--- src/rtl/alu_share_arbiter_pkg.sv ---
// Shared definitions for the ALU sharing arbiter: FSM state encoding,
// flag bit positions within {Z,C,V,N} and default datapath widths.
package alu_pkg;

    typedef enum logic [1:0] {
        IDLE = 2'd0,
        EXEC = 2'd1,
        RESP = 2'd2
    } state_t;

    localparam int unsigned FLAG_Z = 3;
    localparam int unsigned FLAG_C = 2;
    localparam int unsigned FLAG_V = 1;
    localparam int unsigned FLAG_N = 0;

    localparam int unsigned DEF_WIDTH = 4;
    localparam int unsigned DEF_OPW   = 3;

    // Requester index to a 2-bit one-hot vector.
    function automatic logic [1:0] id_to_onehot(input logic id);
        return id ? 2'b10 : 2'b01;
    endfunction

endpackage

--- src/rtl/alu_share_arbiter_if.sv ---
// Bus bundle for the ALU sharing arbiter: two requester channels, the
// shared-ALU operand/result path and the response channel.
// slave  = arbiter side, master = requesters plus the ALU itself.
interface alu_share_arbiter_if
    import alu_pkg::*;
#(
    parameter int unsigned WIDTH = DEF_WIDTH,
    parameter int unsigned OPW   = DEF_OPW
);
    logic [1:0]         req_valid;
    logic [1:0]         req_ready;
    logic [2*OPW-1:0]   req_op;
    logic [2*WIDTH-1:0] req_a;
    logic [2*WIDTH-1:0] req_b;

    logic [OPW-1:0]     alu_op;
    logic [WIDTH-1:0]   alu_a;
    logic [WIDTH-1:0]   alu_b;
    logic [WIDTH-1:0]   alu_result;
    logic [3:0]         alu_flags;

    logic [1:0]         rsp_valid;
    logic [1:0]         rsp_ready;
    logic [WIDTH-1:0]   rsp_result;
    logic [3:0]         rsp_flags;

    modport slave (
        input  req_valid, req_op, req_a, req_b,
        input  alu_result, alu_flags,
        input  rsp_ready,
        output req_ready,
        output alu_op, alu_a, alu_b,
        output rsp_valid, rsp_result, rsp_flags
    );

    modport master (
        output req_valid, req_op, req_a, req_b,
        output alu_result, alu_flags,
        output rsp_ready,
        input  req_ready,
        input  alu_op, alu_a, alu_b,
        input  rsp_valid, rsp_result, rsp_flags
    );

endinterface

--- src/rtl/alu_share_arbiter_rr_arbiter2.sv ---
// Two-way round-robin grant. A lone requester wins outright; on a tie the
// requester not granted last wins. The pointer moves only on a completed
// request handshake (advance).
module rr_arbiter2 (
    input  logic       clk,
    input  logic       rst_n,
    input  logic [1:0] req,
    input  logic       advance,
    output logic [1:0] grant
);

    // Index of the requester granted most recently; 1 after reset so
    // requester 0 wins the first tie.
    logic last;

    // Grant selection from current requests and the pointer.
    always_comb begin
        grant = '0;
        case (req)
            2'b01:   grant = 2'b01;
            2'b10:   grant = 2'b10;
            2'b11:   grant = last ? 2'b01 : 2'b10;
            default: grant = '0;
        endcase
    end

    // Pointer update on accepted request.
    always_ff @(posedge clk or negedge rst_n) begin
        if (!rst_n) begin
            last <= 1'b1;
        end else if (advance) begin
            last <= grant[1];
        end
    end

endmodule

--- src/rtl/alu_share_arbiter.sv ---
// Arbitrates two requesters onto one combinational ALU. One transaction in
// flight: IDLE (grant) -> EXEC (one cycle, ALU driven) -> RESP (hold until
// the owner accepts). Optional feature macro: ALU_ARB_STICKY_FLAGS_EN adds
// per-requester sticky C/V flags and the sticky_clr input.
module alu_share_arbiter
    import alu_pkg::*;
#(
    parameter int unsigned WIDTH = DEF_WIDTH,
    parameter int unsigned OPW   = DEF_OPW
) (
    input  logic       clk,
    input  logic       rst_n,
`ifdef ALU_ARB_STICKY_FLAGS_EN
    input  logic [1:0] sticky_clr,
`endif
    alu_share_arbiter_if.slave bus
);

    state_t           state;
    logic             owner;
    logic [OPW-1:0]   alu_op_q;
    logic [WIDTH-1:0] alu_a_q;
    logic [WIDTH-1:0] alu_b_q;
    logic [1:0]       rsp_valid_q;
    logic [WIDTH-1:0] rsp_result_q;
    logic [3:0]       rsp_flags_q;

    logic [1:0]       grant;
    logic             hs;
    logic             hs_id;
    logic [OPW-1:0]   sel_op;
    logic [WIDTH-1:0] sel_a;
    logic [WIDTH-1:0] sel_b;
    logic [3:0]       flags_next;

    rr_arbiter2 u_rr (
        .clk     (clk),
        .rst_n   (rst_n),
        .req     (bus.req_valid),
        .advance (hs),
        .grant   (grant)
    );

    // Grant is only offered in IDLE and never while reset is asserted.
    assign bus.req_ready = (state == IDLE && rst_n) ? grant : '0;
    assign hs            = |(bus.req_valid & bus.req_ready);
    assign hs_id         = bus.req_ready[1];

    // Winner operand selection.
    always_comb begin
        sel_op = hs_id ? bus.req_op[2*OPW-1:OPW]     : bus.req_op[OPW-1:0];
        sel_a  = hs_id ? bus.req_a[2*WIDTH-1:WIDTH]  : bus.req_a[WIDTH-1:0];
        sel_b  = hs_id ? bus.req_b[2*WIDTH-1:WIDTH]  : bus.req_b[WIDTH-1:0];
    end

`ifdef ALU_ARB_STICKY_FLAGS_EN
    logic [1:0] sticky_c;
    logic [1:0] sticky_v;
    logic [1:0] sticky_c_nxt;
    logic [1:0] sticky_v_nxt;

    // Clear first, then OR in the capture so a same-cycle set wins.
    always_comb begin
        sticky_c_nxt = sticky_c & ~sticky_clr;
        sticky_v_nxt = sticky_v & ~sticky_clr;
        if (state == EXEC) begin
            sticky_c_nxt[owner] = sticky_c_nxt[owner] | bus.alu_flags[FLAG_C];
            sticky_v_nxt[owner] = sticky_v_nxt[owner] | bus.alu_flags[FLAG_V];
        end
        flags_next         = bus.alu_flags;
        flags_next[FLAG_C] = sticky_c_nxt[owner];
        flags_next[FLAG_V] = sticky_v_nxt[owner];
    end

    // Sticky flag storage per requester.
    always_ff @(posedge clk or negedge rst_n) begin
        if (!rst_n) begin
            sticky_c <= '0;
            sticky_v <= '0;
        end else begin
            sticky_c <= sticky_c_nxt;
            sticky_v <= sticky_v_nxt;
        end
    end
`else
    assign flags_next = bus.alu_flags;
`endif

    // Transaction FSM with registered ALU-side and response outputs.
    always_ff @(posedge clk or negedge rst_n) begin
        if (!rst_n) begin
            state        <= IDLE;
            owner        <= 1'b0;
            alu_op_q     <= '0;
            alu_a_q      <= '0;
            alu_b_q      <= '0;
            rsp_valid_q  <= '0;
            rsp_result_q <= '0;
            rsp_flags_q  <= '0;
        end else begin
            case (state)
                IDLE: begin
                    if (hs) begin
                        owner    <= hs_id;
                        alu_op_q <= sel_op;
                        alu_a_q  <= sel_a;
                        alu_b_q  <= sel_b;
                        state    <= EXEC;
                    end
                end
                EXEC: begin
                    alu_op_q     <= '0;
                    alu_a_q      <= '0;
                    alu_b_q      <= '0;
                    rsp_result_q <= bus.alu_result;
                    rsp_flags_q  <= flags_next;
                    rsp_valid_q  <= id_to_onehot(owner);
                    state        <= RESP;
                end
                RESP: begin
                    if (bus.rsp_ready[owner]) begin
                        rsp_valid_q <= '0;
                        state       <= IDLE;
                    end
                end
                default: begin
                    state <= IDLE;
                end
            endcase
        end
    end

    assign bus.alu_op     = alu_op_q;
    assign bus.alu_a      = alu_a_q;
    assign bus.alu_b      = alu_b_q;
    assign bus.rsp_valid  = rsp_valid_q;
    assign bus.rsp_result = rsp_result_q;
    assign bus.rsp_flags  = rsp_flags_q;

endmodule

--- src/flat_wrapper.sv ---
// flat-port wrapper written by rule: the top's interface ports become plain ports
module alu_share_arbiter_flat import alu_pkg::*;
#(
    parameter int unsigned WIDTH = DEF_WIDTH,
    parameter int unsigned OPW   = DEF_OPW
)
  (clk, rst_n, bus_req_valid, bus_req_op, bus_req_a, bus_req_b, bus_alu_result, bus_alu_flags, bus_rsp_ready, bus_req_ready, bus_alu_op, bus_alu_a, bus_alu_b, bus_rsp_valid, bus_rsp_result, bus_rsp_flags);
  alu_share_arbiter_if #(.WIDTH(WIDTH), .OPW(OPW)) bus_i ();
  input  logic clk;
  input  logic rst_n;
  input wire logic [$bits(bus_i.req_valid)-1:0] bus_req_valid;
  input wire logic [$bits(bus_i.req_op)-1:0] bus_req_op;
  input wire logic [$bits(bus_i.req_a)-1:0] bus_req_a;
  input wire logic [$bits(bus_i.req_b)-1:0] bus_req_b;
  input wire logic [$bits(bus_i.alu_result)-1:0] bus_alu_result;
  input wire logic [$bits(bus_i.alu_flags)-1:0] bus_alu_flags;
  input wire logic [$bits(bus_i.rsp_ready)-1:0] bus_rsp_ready;
  output wire logic [$bits(bus_i.req_ready)-1:0] bus_req_ready;
  output wire logic [$bits(bus_i.alu_op)-1:0] bus_alu_op;
  output wire logic [$bits(bus_i.alu_a)-1:0] bus_alu_a;
  output wire logic [$bits(bus_i.alu_b)-1:0] bus_alu_b;
  output wire logic [$bits(bus_i.rsp_valid)-1:0] bus_rsp_valid;
  output wire logic [$bits(bus_i.rsp_result)-1:0] bus_rsp_result;
  output wire logic [$bits(bus_i.rsp_flags)-1:0] bus_rsp_flags;
  assign bus_i.req_valid = bus_req_valid;
  assign bus_i.req_op = bus_req_op;
  assign bus_i.req_a = bus_req_a;
  assign bus_i.req_b = bus_req_b;
  assign bus_i.alu_result = bus_alu_result;
  assign bus_i.alu_flags = bus_alu_flags;
  assign bus_i.rsp_ready = bus_rsp_ready;
  assign bus_req_ready = bus_i.req_ready;
  assign bus_alu_op = bus_i.alu_op;
  assign bus_alu_a = bus_i.alu_a;
  assign bus_alu_b = bus_i.alu_b;
  assign bus_rsp_valid = bus_i.rsp_valid;
  assign bus_rsp_result = bus_i.rsp_result;
  assign bus_rsp_flags = bus_i.rsp_flags;
  alu_share_arbiter #(.WIDTH(WIDTH), .OPW(OPW)) u_core (.clk(clk), .rst_n(rst_n), .bus(bus_i));
endmodule
--- config.mk ---
export PLATFORM = sky130hd
export DESIGN_NAME = alu_share_arbiter_flat
export DESIGN_NICKNAME = d
export VERILOG_FILES = /design/src/rtl/alu_share_arbiter_pkg.sv /design/src/rtl/alu_share_arbiter_if.sv /design/src/rtl/alu_share_arbiter_rr_arbiter2.sv /design/src/rtl/alu_share_arbiter.sv /design/src/flat_wrapper.sv
export SDC_FILE = /design/constraint.sdc
export NUM_CORES = 1
export LEC_CHECK = 0
export ABC_AREA = 1
export ABC_CLOCK_PERIOD_IN_PS = 1700
export BUFFER_PORTS_ARGS = -buffer_cell sky130_fd_sc_hd__buf_2
export CAP_MARGIN = 20
export CORE_ASPECT_RATIO = 0.5
export CORE_MARGIN = 5
export CORE_UTILIZATION = 45
export CTS_CLUSTER_DIAMETER = 50
export DETAILED_ROUTE_END_ITERATION = 8
export GPL_TIMING_DRIVEN = 0
export HOLD_SLACK_MARGIN = 0.15
export PLACE_DENSITY = 0.78
export SLEW_MARGIN = 20
export SYNTH_ARGS = -nofsm -noshare
export SYNTH_HDL_FRONTEND = slang
export SYNTH_SLANG_ARGS = --single-unit
--- constraint.sdc ---
create_clock -name clk -period 1.7 [get_ports clk]
set_input_delay 0.34 -clock clk [delete_from_list [all_inputs] [get_ports clk]]
set_output_delay 0.34 -clock clk [all_outputs]
set_load 0.05 [all_outputs]
==> run metrics, run 1 <==
Initial Util between 40 and 50%; PwrDens 2005 nW/um^2; Pwr Total 3356 uW; Setup Crit Path Kind register to output pin; Layout Nets 255; GRT Util Overall between 10% and 20%; final slew viol count 0; I/O pins between 50 and 60; maxcap violations 0; drt initial violations 54; status finished with violations; DRC errors left 0; failing checks negative setup slack; WL per Instance 12.90 um; area of the multi-input gates 546.8 sq um; CTS H-tree depth 1; register area between 600 and 700 sq um; Final Hold Fails 0; Max Freq about 600 MHz; first-pass GRT wire length around 5.0 mm; Synth top area share between 40% and 50%; final worst slack -5.028 ps; DIE HEIGHT ~47 um; mean area per synthesized cell 8.035 sq um; DP HPWL around 2.4 mm; critical path's slowest cell dfstp_2; Layout area overhead 35.29%; worst clock skew roughly 6.6 ps; DR vias/cell approximately 4.8; P_leak between 0.0009 and 0.001 uW; clk sinks 25; net count after synthesis 190; worst-margin pin slew between 500 and 600 ps; sequential area share after synthesis just over 50%; # setup viols final 1; Buffers on Ports 58; Skew-Pair Late Insertion Delay 280 ps; Yosys warning total 0; Max FO, Critical Path 5; total grt overflow 0; clock buffer depth 2; total inserted antenna cells 0; Filler cells 253; drt pass-1 iters 4; Die Area 3962 sq um; share of cells above drive strength 1 between 30% and 40%; Tcrit/Tclk final 100.3%; Top delay family on crit path flip-flops; die width around 84 um; Mapped Area between 1000 and 1500 sq um; data arrival time of the worst path roughly 1400 ps; Worst EP required 1360 ps; Hold Path Class input port to asynchronous set/reset pin; post-route ant nets 0; peak per-stage delay on the critical path ~540 ps; Worst Path Buf+Inv 1; CTS tree built; ranking of synthesized cells by area dfrtp_1 49%, nand2_1 18%, o21bai_1 6.7%, nand3_1 6.1%, nor2_1 6.1%; crit-path cells nand2_1 -> nand2_4 -> nor2_4 -> nor2_2 -> buf_6; Critical Path Start Type register; routability cong. around 0.75; total wire length around 3.3 mm; CP Capture Type output pin; core area approximately 2600 sq um; post-synthesis cell count roughly 150; post-layout min period 1705 ps; largest net degree at the start of global routing 25; relative slew slack a little under two thirds; Vias between 1,000 and 1,500; worst vdd ir approximately 1200 uV; vias in the first global route roughly 1,100; Cell Rows 13; total clock buffers created by CTS 3; synth unique cells 15; antenna violations before repair 0; final core utilization between 60% and 70%; Synth Register Bits 25; CTS root buffer clkbuf_8; Synth area leader dfrtp_1; RSZ-0062 raised after global routing yes; Reg clk slew, reported paths around 100 ps
==> layout make-up <==
cell class	instances	share of cell area, %
clock buffer	3	2.466
tap	37	2.765
timing repair buffer	61	19.58
inverter	7	1.570
buffer	6	2.990
multi-input combinational	115	32.66
clock inverter	1	0.5232
sequential	25	37.44
==> flip-flops by register name, indices dropped and copies added (netlist names) <==
signal and flops:
u_core.bus.alu_a 4, u_core.bus.alu_b 4, u_core.bus.rsp_flags 4, u_core.bus.rsp_result 4, u_core.bus.alu_op 3, u_core.bus.rsp_valid 2
u_core.state 2, u_core.owner 1, u_core.u_rr.last 1
==> Yosys cell counts <==
cell	instances
buf_2	2
buf_4	3
buf_6	2
dfrtp_1	24
dfstp_2	1
inv_1	7
nand2_1	60
nand2_2	1
nand3_1	15
nand3_4	1
nor2_1	20
nor2_2	5
nor2_4	1
o21ai_1	1
o21bai_1	11
==> cells in the final DEF (no fill, tap or decap) <==
master and count:
buf_2 57, buf_4 5, inv_1 7, nand2_1 59
nand2_2 1, dfrtp_1 24, clkbuf_8 3, nand3_1 15
inv_6 1, nand3_4 1, dfstp_2 1, nor2_4 2
buf_6 4, nor2_2 6, o21ai_1 1, nand2_4 1
o21bai_1 11, dlygate4sd3_1 1, nor2_1 18
==> through the flow <==
| stage | hold WS (ps) | area, sq um | setup TNS (ps) | std cells | worst slack (ps) |
|---|---|---|---|---|---|
| after floorplan | 44.41 | 1247 | 0 | 154 | 67.86 |
| after global placement | 385.4 | 1584 | -416.0 | 249 | -307.2 |
| after detailed placement | 396.8 | 1584 | -474.2 | 249 | -333.5 |
| after CTS | 247.7 | 1667 | 0 | 255 | 22.82 |
| after global routing | 234.5 | 1674 | -63.28 | 255 | -63.28 |
| final | 180.5 | 1674 | -5.028 | 255 | -5.028 |
==> power by group <==
part / internal [uW] / switching [uW] / total [uW]
registers: 879 / 158 / 1040
clock network: 172 / 207 / 379
logic: 486 / 1450 / 1940
total: 1540 / 1820 / 3360
==> cells by family after synthesis <==
kind of cell           Yosys count  share of synthesized area [%]
flip-flops                      25                          50.66
AO/OA/AOI/OAI                   12                          7.078
buffers and inverters           14                          6.572
AND/OR/NAND/NOR                103                          35.69
==> timing repair <==
item | in CTS | in global routing
gates resized for setup | 4 | 3
hold endpoints to repair | 24 | 0
setup endpoints to repair | 2 | 2
pin swaps | 1 | 0
hold buffers | 2 | 0
setup buffers | 1 | 0
==> worst paths after layout <==
check,startpoint,to,slack (ps),cells after the start
hold reg to reg,u_core.u_rr.last,u_core.u_rr.last,470,2
setup reg to reg,u_core.u_rr.last,u_core.bus.alu_a[1],370,6
max in group asynchronous,rst_n,u_core.u_rr.last,1080,2
hold / removal,rst_n,u_core.bus.rsp_result[0],180,2
min in group clk,bus_alu_result[3],u_core.bus.rsp_result[3],250,3
setup / recovery,u_core.u_rr.last,bus_req_ready[0],-5,5
==> metal layers <==
| layer | track usage (%) | share of wire [%] | routed length, um | vias up |
|---|---|---|---|---|
| li1 | - | - | - | 610 |
| met1 | 20.11 | 40 | 1328 | 569 |
| met2 | 28.53 | 51 | 1692 | 32 |
| met3 | 5.254 | 6.5 | 213 | 6 |
| met4 | 3.846 | 1.7 | 55 | 0 |
| met5 | 0 | 0 | 0 | - |
==> worst reg2reg max path, stage by stage, from the launching register on <==
cell      delay [ps]
dfstp_2          540
nand2_1          100
nand2_4          110
buf_2            220
o21bai_1         110
nand2_1           80
nand2_1           50
Power figures use the tool's default switching activity.
==> run 2: changes to the inputs <==
--- a/config.mk
+++ b/config.mk
@@ -6,17 +6,18 @@
 export NUM_CORES = 1
 export LEC_CHECK = 0
 export ABC_AREA = 1
-export ABC_CLOCK_PERIOD_IN_PS = 1700
+export ABC_CLOCK_PERIOD_IN_PS = 2200
 export BUFFER_PORTS_ARGS = -buffer_cell sky130_fd_sc_hd__buf_2
 export CAP_MARGIN = 20
 export CORE_ASPECT_RATIO = 0.5
 export CORE_MARGIN = 5
 export CORE_UTILIZATION = 45
+export CTS_BUF_LIST = sky130_fd_sc_hd__clkbuf_4
 export CTS_CLUSTER_DIAMETER = 50
 export DETAILED_ROUTE_END_ITERATION = 8
 export GPL_TIMING_DRIVEN = 0
 export HOLD_SLACK_MARGIN = 0.15
-export PLACE_DENSITY = 0.78
+export PLACE_DENSITY = 0.77
 export SLEW_MARGIN = 20
 export SYNTH_ARGS = -nofsm -noshare
 export SYNTH_HDL_FRONTEND = slang
==> constraint.sdc (replaced) <==
create_clock -name clk -period 2.2 [get_ports clk]
set_input_delay 0.44 -clock clk [delete_from_list [all_inputs] [get_ports clk]]
set_output_delay 0.44 -clock clk [all_outputs]
set_load 0.05 [all_outputs]
==> run metrics, run 2 (synthesis results as in run 1) <==
antenna violations before repair 0 (unchanged); CTS H-tree depth 1 (unchanged); first-pass GRT wire length 4.802 mm (-3.6%); CTS root buffer clkbuf_4; largest net degree at the start of global routing 25 (unchanged); Combinational Power Share 59.3% (+1.5 points); Die Area 3962 sq um (unchanged); DR vias/cell 4.655 (-2.5%); Buffers on Ports 58 (unchanged); P_leak 0.0009616 uW (-1.5%); critical path's slowest cell dfrtp_1; GRT Util Overall 15.75% (-0.43 points); power share of the clock group 8.3% (-3.0 points); DIE HEIGHT 47.08 um (unchanged); Hold Path Class input port to asynchronous set/reset pin; data arrival time of the worst path 1620 ps (+250 ps); commonest non-fill, non-tap cell in the layout nand2_1; total clock buffers created by CTS 3 (unchanged); worst clock skew 6.971 ps (+0.3930 ps); clock buffer depth 2 (unchanged); CP Capture Type output pin; drt initial violations 39 (-28%); core area 2619 sq um (unchanged); Critical Path Start Type register; WL per Instance 11.84 um (-8.2%); Sw Share 55.03% (+0.83 points); total inserted antenna cells 0 (unchanged); Worst EP required 1760 ps (+400 ps); Final Hold Fails 0 (unchanged); share of cells above drive strength 1 36.70% (-0.92 points); Reg clk slew, reported paths 140 ps (+40 ps); routability cong. 0.7654 (+1.4%); Setup Crit Path Kind register to output pin; PwrDens 1516 nW/um^2 (-24%); post-route ant nets 0 (unchanged); Filler cells 251 (-0.79%); die width 84.16 um (unchanged); Net Switching 1355 uW (-25%); TNS Setup 0 ps (+5.028 ps); clk sinks 25 (unchanged); Skew-Pair Late Insertion Delay 320 ps (+40 ps); relative slew slack 64.79% (+1.4 points); Max Freq between 400 and 500 MHz; DP HPWL 2.258 mm (-5.2%); crit-path cells nor2_4 -> nand3_4 -> buf_2 -> nor2_1 -> clkbuf_4; Seq pwr share 32.3% (+1.4 points); total grt overflow 0 (unchanged); peak per-stage delay on the critical path 450 ps (-90 ps); Initial Util 47.25% (unchanged); Vias 1,187 (-2.5%); RSZ-0062 raised after global routing no; maxcap violations 0 (unchanged); post-layout min period 2062 ps; status finished, final reports clean; most frequent cells in the layout 60 x nand2_1, 59 x buf_2, 24 x dfrtp_1; I/O pins 59 (unchanged); total wire length 3.019 mm (-8.2%); final slew viol count 0 (unchanged); vias in the first global route 1,098 (+1.3%); top sig layer met4; met1 WL 1.216 mm (-8.4%); worst-margin pin slew 528.1 ps (-20.93 ps); DRC errors left 0 (unchanged); Tcrit/Tclk final 93.74%; Cell Int Power 1108 uW (-28%); CTS tree built; Layout Nets 255 (unchanged); WL met3 183 um (-14%); # setup viols final 0 (-1); Layout area overhead 31.24%; Cell Rows 13 (unchanged); post-route cell area 1624 sq um (-3.0%); met2 wire len 1.580 mm (-6.6%); Area after DPL 1577 sq um (-0.47%); drt pass-1 iters 4 (unchanged); worst vdd ir 768.1 uV (-37%); Max FO, Critical Path 10 (+5)
==> run 2: critical path: cells and delay by family, from the launching register on <==
family	cells	cell delay [ps]
flops	1	450
simple gates	3	420
buf+inv	2	440
==> run 2: power by group through the flow <==
stage	clock network, uW	registers (uW)	logic [uW]
3_5_place_dp	0	805	1470
5_1_grt	237	824	1560
6_report	205	797	1460
4_1_cts	217	798	1470
3_3_place_gp	0	798	1450
2_1_floorplan	0	1440	477
==> run 2: layout make-up <==
type,instances,area (sq um),area share (%)
sequential,25,626.9,38.60
multi-input combinational,115,531.8,32.74
timing repair buffer,60,310.3,19.11
buffer,7,55.05,3.390
tap,37,46.29,2.851
inverter,7,26.28,1.618
clock buffer,3,22.52,1.387
clock inverter,1,5.005,0.3082
==> run 2: worst paths after layout <==
| path | to | slack [ps] | startpoint | cells past startpoint |
|---|---|---|---|---|
| setup / recovery | bus_req_ready[0] | 140 | u_core.state[0] | 5 |
| hold / removal | u_core.bus.alu_b[0] | 230 | rst_n | 2 |
| setup reg to reg | u_core.bus.alu_op[0] | 880 | u_core.u_rr.last | 6 |
| hold reg to reg | u_core.bus.rsp_flags[1] | 490 | u_core.bus.rsp_flags[1] | 2 |
| max in group asynchronous | u_core.u_rr.last | 1520 | rst_n | 2 |
| min in group clk | u_core.bus.rsp_flags[2] | 300 | bus_alu_flags[2] | 3 |
==> run 2: repair_timing <==
action	in CTS	in global routing
resized for setup	1	1
endpoints found under the setup margin	1	1
endpoints found under the hold margin	24	0
setup buffers	0	0
pin swaps	0	0
hold buffers	2	0
==> run 2: per-stage QoR <==
step	cells	power, uW	hold WS (ps)	utilization, %	worst slack, ps
global placement	249	2243	454.3	60.20	-0.3637
floorplan	154	1917	144.4	-	244.9
CTS	255	2489	290.5	62.11	83.02
finish	255	2463	226.4	62.02	137.6
global route	255	2623	261.5	62.02	25.81
detailed placement	249	2274	463.8	60.20	-17.87
==> run 2: metal layers <==
layer | global-route usage (%) | vias up
met5 | 0 | -
li1 | - | 608
met4 | 5.449 | 0
met3 | 5.779 | 7
met2 | 30.41 | 32
met1 | 16.76 | 540
==> run 3: changes to the inputs <==
--- a/config.mk
+++ b/config.mk
@@ -9,15 +9,18 @@
 export ABC_CLOCK_PERIOD_IN_PS = 2200
 export BUFFER_PORTS_ARGS = -buffer_cell sky130_fd_sc_hd__buf_2
 export CAP_MARGIN = 20
+export CELL_PAD_IN_SITES_DETAIL_PLACEMENT = 1
+export CELL_PAD_IN_SITES_GLOBAL_PLACEMENT = 2
 export CORE_ASPECT_RATIO = 0.5
 export CORE_MARGIN = 5
-export CORE_UTILIZATION = 45
+export CORE_UTILIZATION = 27
 export CTS_BUF_LIST = sky130_fd_sc_hd__clkbuf_4
 export CTS_CLUSTER_DIAMETER = 50
 export DETAILED_ROUTE_END_ITERATION = 8
 export GPL_TIMING_DRIVEN = 0
 export HOLD_SLACK_MARGIN = 0.15
-export PLACE_DENSITY = 0.77
+export PLACE_DENSITY = 0.85
+export REMOVE_ABC_BUFFERS = 1
 export SLEW_MARGIN = 20
 export SYNTH_ARGS = -nofsm -noshare
 export SYNTH_HDL_FRONTEND = slang
==> run metrics, run 3 (synthesis results as in run 1) <==
Cell Rows 17 (+4); Skew-Pair Late Insertion Delay 320 ps (about the same); DR vias/cell 4.387 (-5.8%); CTS tree built; GRT Util Overall 12.10% (-3.6 points); vias in the first global route 1,260 (+15%); antenna violations before repair 0 (unchanged); die width 105.7 um (+26%); Vias 1,180 (-0.59%); Layout area overhead 32.25%; worst clock skew 2.896 ps (-4.076 ps); Setup Crit Path Kind register to output pin; data arrival time of the worst path 1630 ps (about the same); Tcrit/Tclk final 94.23% (+0.49 points); commonest non-fill, non-tap cell in the layout nand2_1; Worst EP required 1760 ps (about the same); Reg clk slew, reported paths 130 ps (about the same); Die Area 6119 sq um (+54%); Layout Nets 249 (-2.4%); most frequent cells in the layout 59 x nand2_1, 55 x buf_2, 24 x dfrtp_1; CTS H-tree depth 1 (unchanged); share of cells above drive strength 1 35.38% (-1.3 points); drt initial violations 26 (-33%); CTS root buffer clkbuf_4; postcts setup bufs 0 (unchanged); post-route ant nets 0 (unchanged); clock buffer depth 2 (unchanged); Final Hold Fails 0 (unchanged); Max Freq 482.4 MHz (-0.52%); relative slew slack 43.50% (-21 points); largest net degree at the start of global routing 27 (+8.0%); worst-margin pin slew 845.5 ps (+317.4 ps); drt pass-1 iters 4 (unchanged); final core utilization 36.99% (-25 points); WL per Instance 13.45 um (+14%); RSZ-0062 raised after global routing no; status finished, final reports clean; P_leak 0.0009452 uW (-1.7%); total grt overflow 0 (unchanged); final worst slack 126.9 ps (-10.73 ps); post-layout min period 2073 ps (+10.73 ps); total clock buffers created by CTS 3 (unchanged); final slew viol count 0 (unchanged); routability cong. 0.6960 (-9.1%); # setup viols final 0 (unchanged); Initial Util 27.97% (-19 points); dpl ws -171.5 ps (-153.6 ps); total inserted antenna cells 0 (unchanged); DP HPWL 2.578 mm (+14%); core area 4424 sq um (+69%); DP Cell Count 262 (+5.2%); PwrDens 1516 nW/um^2 (about the same); DRC errors left 0 (unchanged); Buffers on Ports 58 (unchanged); Filler cells 561 (+120%); I/O pins 59 (unchanged); Hold Path Class input port to register; Critical Path Start Type register; maxcap violations 0 (unchanged); clk sinks 25 (unchanged); CP Capture Type output pin; Max FO, Critical Path 13 (+3); worst vdd ir 440.4 uV (-43%); Non-Filler Instances 269 (+5.5%); total wire length 3.619 mm (+20%); first-pass GRT wire length 6.058 mm (+26%); DIE HEIGHT 57.87 um (+23%)
-- run 3: cell count changes in the layout (fill, tap and decap cells not counted), moves of 2 or more --
cell and delta:
buf_6 -2, buf_2 -4, buf_4 -3, clkbuf_4 +2
nand2_4 +2
-- run 3: what timing repair did --
item,CTS,global route
resized for setup,3,4
endpoints found under the hold margin,24,0
gates cloned,0,1
pin swaps,0,1
endpoints found under the setup margin,2,2
hold buffers,2,0
-- run 3: final timing paths --
| path | slack (ps) | to | start | depth (start not counted) |
|---|---|---|---|---|
| worst max-delay path | 130 | bus_req_ready[0] | u_core.state[0] | 4 |
| worst min-delay path | 310 | u_core.bus.rsp_result[2] | bus_alu_result[2] | 3 |
| worst max register to register | 440 | u_core.bus.rsp_result[1] | u_core.state[1] | 5 |
| worst min register to register | 490 | u_core.bus.rsp_result[2] | u_core.bus.rsp_result[2] | 2 |
| max in group asynchronous | 1300 | u_core.bus.rsp_result[2] | rst_n | 3 |
| min in group asynchronous | 740 | u_core.u_rr.last | rst_n | 2 |
-- run 3: final cells by class --
cell class	count	area, sq um	area share (%)
tap	57	71.32	4.358
inverter	7	26.28	1.606
multi-input combinational	116	554.3	33.87
clock buffer	4	30.03	1.835
timing repair buffer	60	327.8	20.03
sequential	25	626.9	38.30
-- run 3: stage by stage --
stage	area [sq um]	hold WS (ps)	TNS [ps]	power, uW
floorplan	1182	144.4	-299.0	1865
global placement	1544	456.1	-272.0	2219
detailed placement	1544	463.8	-328.2	2260
CTS	1614	295.8	0	2496
global route	1637	293.3	0	2663
finish	1637	307.2	0	2481
-- run 3: critical path: stages (launching register included) --
cell and delay, ps:
dfrtp_1 460, nor2_4 220, nand3_4 210, nor2_1 170
clkbuf_4 240
-- run 3: metal layers --
layer | track usage [%] | vias to the layer above | routed length [um]
met4 | 2.214 | 0 | 23
met1 | 13.75 | 564 | 1523
li1 | - | 597 | -
met5 | 0 | - | 0
met3 | 2.558 | 2 | 117
met2 | 23.91 | 17 | 1955
-- run 3: report_power, final --
part           leakage (uW)  internal (uW)  switching (uW)
Combinational      0.000611            331            1130
Sequential         0.000315            677             122
Clock             0.0000184           83.2             137
Total              0.000945           1090            1390
